File: src/rtl/pattern_tx.sv
// pattern_tx: serial stimulus transmitter for the state-machine input interface.
// A pattern word is accepted over a valid/ready handshake and shifted out
// MSB-first on `i`, one bit per programmable bit period (baud_div+1 clocks).
// Mode lines m/n are held for the frame, `y` is sampled on the last clock of
// every bit period and high samples are counted (saturating) in hit_cnt.
// Each frame is followed by a one-bit-period GAP with i=0 before IDLE.
//
// Optional feature macro: PATTERN_TX_REPEAT_EN
//   defined   -> adds input repeat_en; a frame with repeat_en=1 on its last
//                GAP clock restarts in SHIFT from the captured pattern.
//   undefined -> no repeat_en port; behaves as if repeat_en were tied 0.
//
// Handshake: a frame is accepted on a rising edge where in_valid && in_ready.
// in_ready is high only in IDLE; the requester holds in_valid (and stable
// payload) until that edge. Payload changes after the accept edge are ignored.
module pattern_tx #(
  parameter int WIDTH = 8,
  parameter int LEN_W = 4,
  parameter int DIV_W = 16,
  parameter int CNT_W = 8
) (
  input  logic             clk,
  input  logic             rst,
  input  logic             in_valid,
  output logic             in_ready,
  input  logic [WIDTH-1:0] in_data,
  input  logic [LEN_W-1:0] in_len,
  input  logic [1:0]       in_mode,
  input  logic [DIV_W-1:0] baud_div,
  output logic             i,
  output logic             m,
  output logic             n,
  input  logic             y,
`ifdef PATTERN_TX_REPEAT_EN
  input  logic             repeat_en,
`endif
  output logic             busy,
  output logic             done,
  output logic [CNT_W-1:0] hit_cnt,
  output logic [1:0]       state_dbg
);

  localparam logic [1:0] IDLE  = 2'd0;
  localparam logic [1:0] SHIFT = 2'd1;
  localparam logic [1:0] GAP   = 2'd2;

  localparam logic [CNT_W-1:0] HIT_MAX = {CNT_W{1'b1}};

  logic [1:0]       state;
  logic [WIDTH-1:0] data_q;
  logic [LEN_W-1:0] len_q;
  logic [LEN_W-1:0] bit_idx;
  logic [DIV_W-1:0] div_q;
  logic [DIV_W-1:0] div_cnt;
  logic [CNT_W-1:0] hit_q;
  logic             i_q;
  logic             m_q;
  logic             n_q;
  logic             done_q;
  logic             rep;
  logic [LEN_W-1:0] len_clamp;

  // Selects one bit of a pattern word by a LEN_W-wide index.
  function automatic logic pick(input logic [WIDTH-1:0] d, input logic [LEN_W-1:0] idx);
    logic [WIDTH-1:0] one;
    one = {{(WIDTH-1){1'b0}}, 1'b1};
    return |(d & (one << idx));
  endfunction

`ifdef PATTERN_TX_REPEAT_EN
  assign rep = repeat_en;
`else
  assign rep = 1'b0;
`endif

  // Requested lengths beyond the word width send the whole word.
  always_comb begin
    len_clamp = in_len;
    if (in_len > LEN_W'(WIDTH)) len_clamp = LEN_W'(WIDTH);
  end

  // Frame sequencer: accept, shift bits, gap, optional restart.
  always_ff @(posedge clk or posedge rst) begin
    if (rst) begin
      state   <= IDLE;
      data_q  <= '0;
      len_q   <= '0;
      bit_idx <= '0;
      div_q   <= '0;
      div_cnt <= '0;
      hit_q   <= '0;
      i_q     <= 1'b0;
      m_q     <= 1'b0;
      n_q     <= 1'b0;
      done_q  <= 1'b0;
    end else begin
      done_q <= 1'b0;
      case (state)
        IDLE: begin
          i_q <= 1'b0;
          if (in_valid) begin
            data_q  <= in_data;
            len_q   <= len_clamp;
            div_q   <= baud_div;
            div_cnt <= baud_div;
            m_q     <= in_mode[1];
            n_q     <= in_mode[0];
            hit_q   <= '0;
            if (len_clamp == '0) begin
              // Empty frame: straight to GAP, done on the first GAP clock.
              state  <= GAP;
              done_q <= 1'b1;
              i_q    <= 1'b0;
            end else begin
              state   <= SHIFT;
              bit_idx <= len_clamp - LEN_W'(1);
              i_q     <= pick(in_data, len_clamp - LEN_W'(1));
            end
          end
        end
        SHIFT: begin
          if (div_cnt != '0) begin
            div_cnt <= div_cnt - DIV_W'(1);
          end else begin
            // Last clock of this bit period: sample y, move to next bit.
            if (y && (hit_q != HIT_MAX)) hit_q <= hit_q + CNT_W'(1);
            div_cnt <= div_q;
            if (bit_idx == '0) begin
              state  <= GAP;
              i_q    <= 1'b0;
              done_q <= 1'b1;
            end else begin
              bit_idx <= bit_idx - LEN_W'(1);
              i_q     <= pick(data_q, bit_idx - LEN_W'(1));
            end
          end
        end
        GAP: begin
          i_q <= 1'b0;
          if (div_cnt != '0) begin
            div_cnt <= div_cnt - DIV_W'(1);
          end else if (rep) begin
            // Restart the captured frame without a handshake.
            hit_q   <= '0;
            div_cnt <= div_q;
            if (len_q == '0) begin
              state  <= GAP;
              done_q <= 1'b1;
            end else begin
              state   <= SHIFT;
              bit_idx <= len_q - LEN_W'(1);
              i_q     <= pick(data_q, len_q - LEN_W'(1));
            end
          end else begin
            state <= IDLE;
          end
        end
        default: state <= IDLE;
      endcase
    end
  end

  // Status outputs decode straight from state so reset clears them at once.
  always_comb begin
    in_ready  = (state == IDLE);
    busy      = (state != IDLE);
    state_dbg = state;
  end

  assign i       = i_q;
  assign m       = m_q;
  assign n       = n_q;
  assign done    = done_q;
  assign hit_cnt = hit_q;

endmodule
File: config.mk
export PLATFORM = sky130hd
export DESIGN_NAME = pattern_tx
export DESIGN_NICKNAME = d
export VERILOG_FILES = /design/src/rtl/pattern_tx.sv
export SDC_FILE = /design/constraint.sdc
export NUM_CORES = 1
export LEC_CHECK = 0
export BUFFER_PORTS_ARGS = -buffer_cell sky130_fd_sc_hd__buf_2
export CAP_MARGIN = 20
export CORE_ASPECT_RATIO = 0.8
export CORE_MARGIN = 2
export CORE_UTILIZATION = 55
export DETAILED_ROUTE_END_ITERATION = 6
export HOLD_SLACK_MARGIN = 0.02
export MAX_ROUTING_LAYER = met4
export PLACE_DENSITY_LB_ADDON = 0.3
export SETUP_SLACK_MARGIN = 0.05
export SLEW_MARGIN = 25
export SYNTH_ARGS = -nofsm -noshare
export SYNTH_HDL_FRONTEND = slang
export SYNTH_SLANG_ARGS = --single-unit
File: constraint.sdc
create_clock -name clk -period 3.2 [get_ports clk]
set_input_delay 0.16 -clock clk [delete_from_list [all_inputs] [get_ports clk]]
set_output_delay 0.16 -clock clk [all_outputs]
set_load 0.05 [all_outputs]
==> results.toml <==
[route]
wl_met2_microns = 4548
topRoutingLayerUsed = "met4"
dr.pass1.iters = 4
wl_per_cell_microns = 18.28
viasPerCell = 6.308
routedLengthMet1_microns = 4439
ant_nets = 0
vias = 3343
drc = 0
wl_met3_microns = 607
drt_wl_total_microns = 9691
drt_iter0_drc = 221

[grt]
grt_start_max_net_pins = 35
antenna_found_initial = 0
grt_pass1_vias = 3296
grt_overflow = 0
grt_pass1_wl_microns = 16290
grt_usage_pct = 29.43

[sta]
relSlewSlack_pct = 38.73
tightest_slew_ns = 0.9191
slew_viol_final = 0
setup_viol = 0
post-route-min-period_ns = 2.756
skew_ns = 0.009793
post-route-period-util_pct = 86.14
hold_viol = 0
fmax_ghz = 0.3628
rsz0062_at_grt = "no"
fin_setup_tns_ns = 0

[final_layout]
final_common_cell = "dfrtp_1"
fin_area_sq_um = 4219
num_antenna_cells = 0
drive_above_1_share_pct = 26.68
final_util_pct = 66.17
final_cell_mix = "dfrtp_1 (58), buf_2 (49), o21ai_0 (32), mux2_2 (28), nor2_1 (28)"
syn_to_final_growth_pct = 16.12
fillCellCount = 521
finalNetCount = 491

[clock_network]
cts_buffers = 9
cts.sinks = 58
htree_levels = 3
cts_buffer_depth = 2
ctsRootBufferMaster = "clkbuf_8"
clk_pin_slew_ns = 0.06
cts-resized-gates = 0
cts_tree = "yes"
insertion_delay_ns = 0.35

[synth]
synth_warnings = 0
synth_nets = 437
ys_seq_area_share_pct = 39.94
synth_area_sq_um = 3633
synth_edf_count = 0
netlist_instances = 387
ys_seq_elements = 58
postSynth.asyncResetShare_pct = 100.0
ys_types = 57
syn_area_per_cell_sq_um = 9.389
synthFlopType = "dfrtp_1"

[setup_path]
crit_arrival_ns = 3.03
cpMaxStageDelayCell = "or4_4"
endpoint_kind = "flop"
r2r_setup_slack_ns = 0.44
worstPathRequired_ns = 3.47
rr_worst_depth = 7
crit_type = "reg -> reg"
crit_path_max_incr_delay_ns = 0.59
r2r-end = "hit_cnt[3]$_DFFE_PP0P_"
worst-path-buf-inv = 1
cp_max_fo = 6
cp_top_family = "simple AND/OR/NAND/NOR gates"
startpoint_type = "flop"
r2r_start = "div_cnt[0]$_DFFE_PP0P_"
path_cells = "inv_1 > ha_1 > or4b_4 > or4_1 > or4_4 > o31a_1 > o21ai_1"

[run_status]
status = "completed"

[min_path]
hold_depth = 2
hp-start = "in_mode[0]"
hp-class = "in -> reg"
min_to = "n$_DFFE_PP0P_"

[die]
dieHeight_microns = 76.70
die-area_sq_um = 7277
core-area_sq_um = 6376
rows = 26
floorplan.initialDensity_pct = 56.99
io_pins = 50
die_w_microns = 94.88

[power]
ir_drop_mv = 0.6219
p_leak_nw = 1.814
p_per_area_nw_per_um2 = 957.5

[place]
place_congestion = 0.9098
hpwl_microns = 6694
placement.cell_area_sq_um = 4026
io_buffers = 49

[flow_run]
cap_violations = 0
==> repair_timing <==
item                                    in CTS  in global routing
endpoints found under the hold margin       24                  0
endpoints found under the setup margin       0                  0
setup buffers                                0                  0
hold buffers                                 1                  0
==> worst reg2reg max path, cell delays in order, from the launching register on <==
cell,delay (ns)
dfrtp_1,0.41
inv_1,0.11
ha_1,0.16
or4b_4,0.51
or4_1,0.49
or4_4,0.60
o31a_1,0.29
o21ai_1,0.11
==> power breakdown <==
part           internal [W]  switching [W]  total, W
clock network      0.000343       0.000293  0.000636
registers           0.00106       0.000289   0.00135
logic              0.000820        0.00123   0.00205
total               0.00222        0.00182   0.00404
==> through the flow <==
| step | cells | setup slack, ns | total power [W] | hold slack (ns) |
|---|---|---|---|---|
| floorplan | 387 | 0.2640 | 0.002801 | 0.3106 |
| global placement | 513 | 0.5349 | 0.003287 | 0.2354 |
| detailed placement | 513 | 0.4709 | 0.003374 | 0.2345 |
| CTS | 530 | 0.4545 | 0.004022 | 0.03824 |
| global route | 530 | 0.3287 | 0.004329 | 0.04396 |
| finish | 530 | 0.4435 | 0.004040 | 0.04871 |
==> flip-flops by register name (all words and copies together) (netlist names) <==
signal,count
m,1
state_dbg,2
data_q,8
done,1
i,1
hit_cnt,8
div_q,16
div_cnt,16
bit_idx,4
n,1
==> routing by layer <==
| layer | track usage, % | up-vias |
|---|---|---|
| met5 | - | - |
| met4 | 8.116 | 0 |
| met3 | 5.305 | 9 |
| met2 | 44.47 | 122 |
| met1 | 40.97 | 1642 |
| li1 | - | 1570 |
==> cell usage after synthesis, drive strengths merged (3+ instances only) <==
master,n,area share [%]
o31ai,6,1.2
o21a,3,0.62
o311ai,3,0.72
ha,16,5.5
nor2b,3,0.52
a21oi,14,1.9
nand4,3,0.52
o211ai,5,1.0
nor4,10,1.9
a211oi,6,1.2
a22oi,5,1.0
or3,5,0.86
clkbuf,17,1.8
a2111oi,3,0.72
o22ai,5,0.86
inv,17,1.8
nor3,9,1.2
a311oi,4,0.96
o21ai,33,4.5
o41ai,3,0.72
dfrtp,58,40
buf,5,0.52
or4,4,0.93
o31a,5,1.2
xnor2,5,1.2
or2,5,0.86
nand2b,4,0.69
nand2,26,2.7
a221oi,5,1.2
a22o,3,0.72
nand3,11,1.5
mux2i,5,1.4
mux2,28,8.7
nor2,28,2.9
==> layout make-up <==
type / count / area, sq um / share of cell area (%)
timing repair buffer: 65 / 367.9 / 8.719
clock inverter: 2 / 10.01 / 0.2372
tap: 84 / 105.1 / 2.491
inverter: 18 / 67.56 / 1.601
sequential: 58 / 1451 / 34.40
clock buffer: 14 / 172.7 / 4.093
multi-input combinational: 289 / 2044 / 48.46
==> how the worst max path moves through the flow <==
stage,to,cells after the start,slack [ns],from
2_1_floorplan,hit_cnt[7]$_DFFE_PP0P_,8,0.26,state_dbg[0]$_DFFE_PP0P_
3_5_place_dp,hit_cnt[3]$_DFFE_PP0P_,7,0.47,div_cnt[0]$_DFFE_PP0P_
4_1_cts,hit_cnt[3]$_DFFE_PP0P_,7,0.45,div_cnt[0]$_DFFE_PP0P_
3_3_place_gp,hit_cnt[3]$_DFFE_PP0P_,7,0.53,div_cnt[0]$_DFFE_PP0P_
6_report,hit_cnt[3]$_DFFE_PP0P_,7,0.44,div_cnt[0]$_DFFE_PP0P_
5_1_grt,hit_cnt[3]$_DFFE_PP0P_,7,0.33,div_cnt[0]$_DFFE_PP0P_
==> kinds of logic after synthesis <==
logic type / Yosys count / synth area share (%)
XOR/XNOR: 5 / 1.205
buffers and inverters: 40 / 4.132
AO/OA/AOI/OAI: 120 / 22.83
multiplexers: 33 / 10.06
adder cells (fa/ha/maj): 16 / 5.510
flip-flops: 58 / 39.94
AND/OR/NAND/NOR: 115 / 16.32
Power figures use the tool's default switching activity.
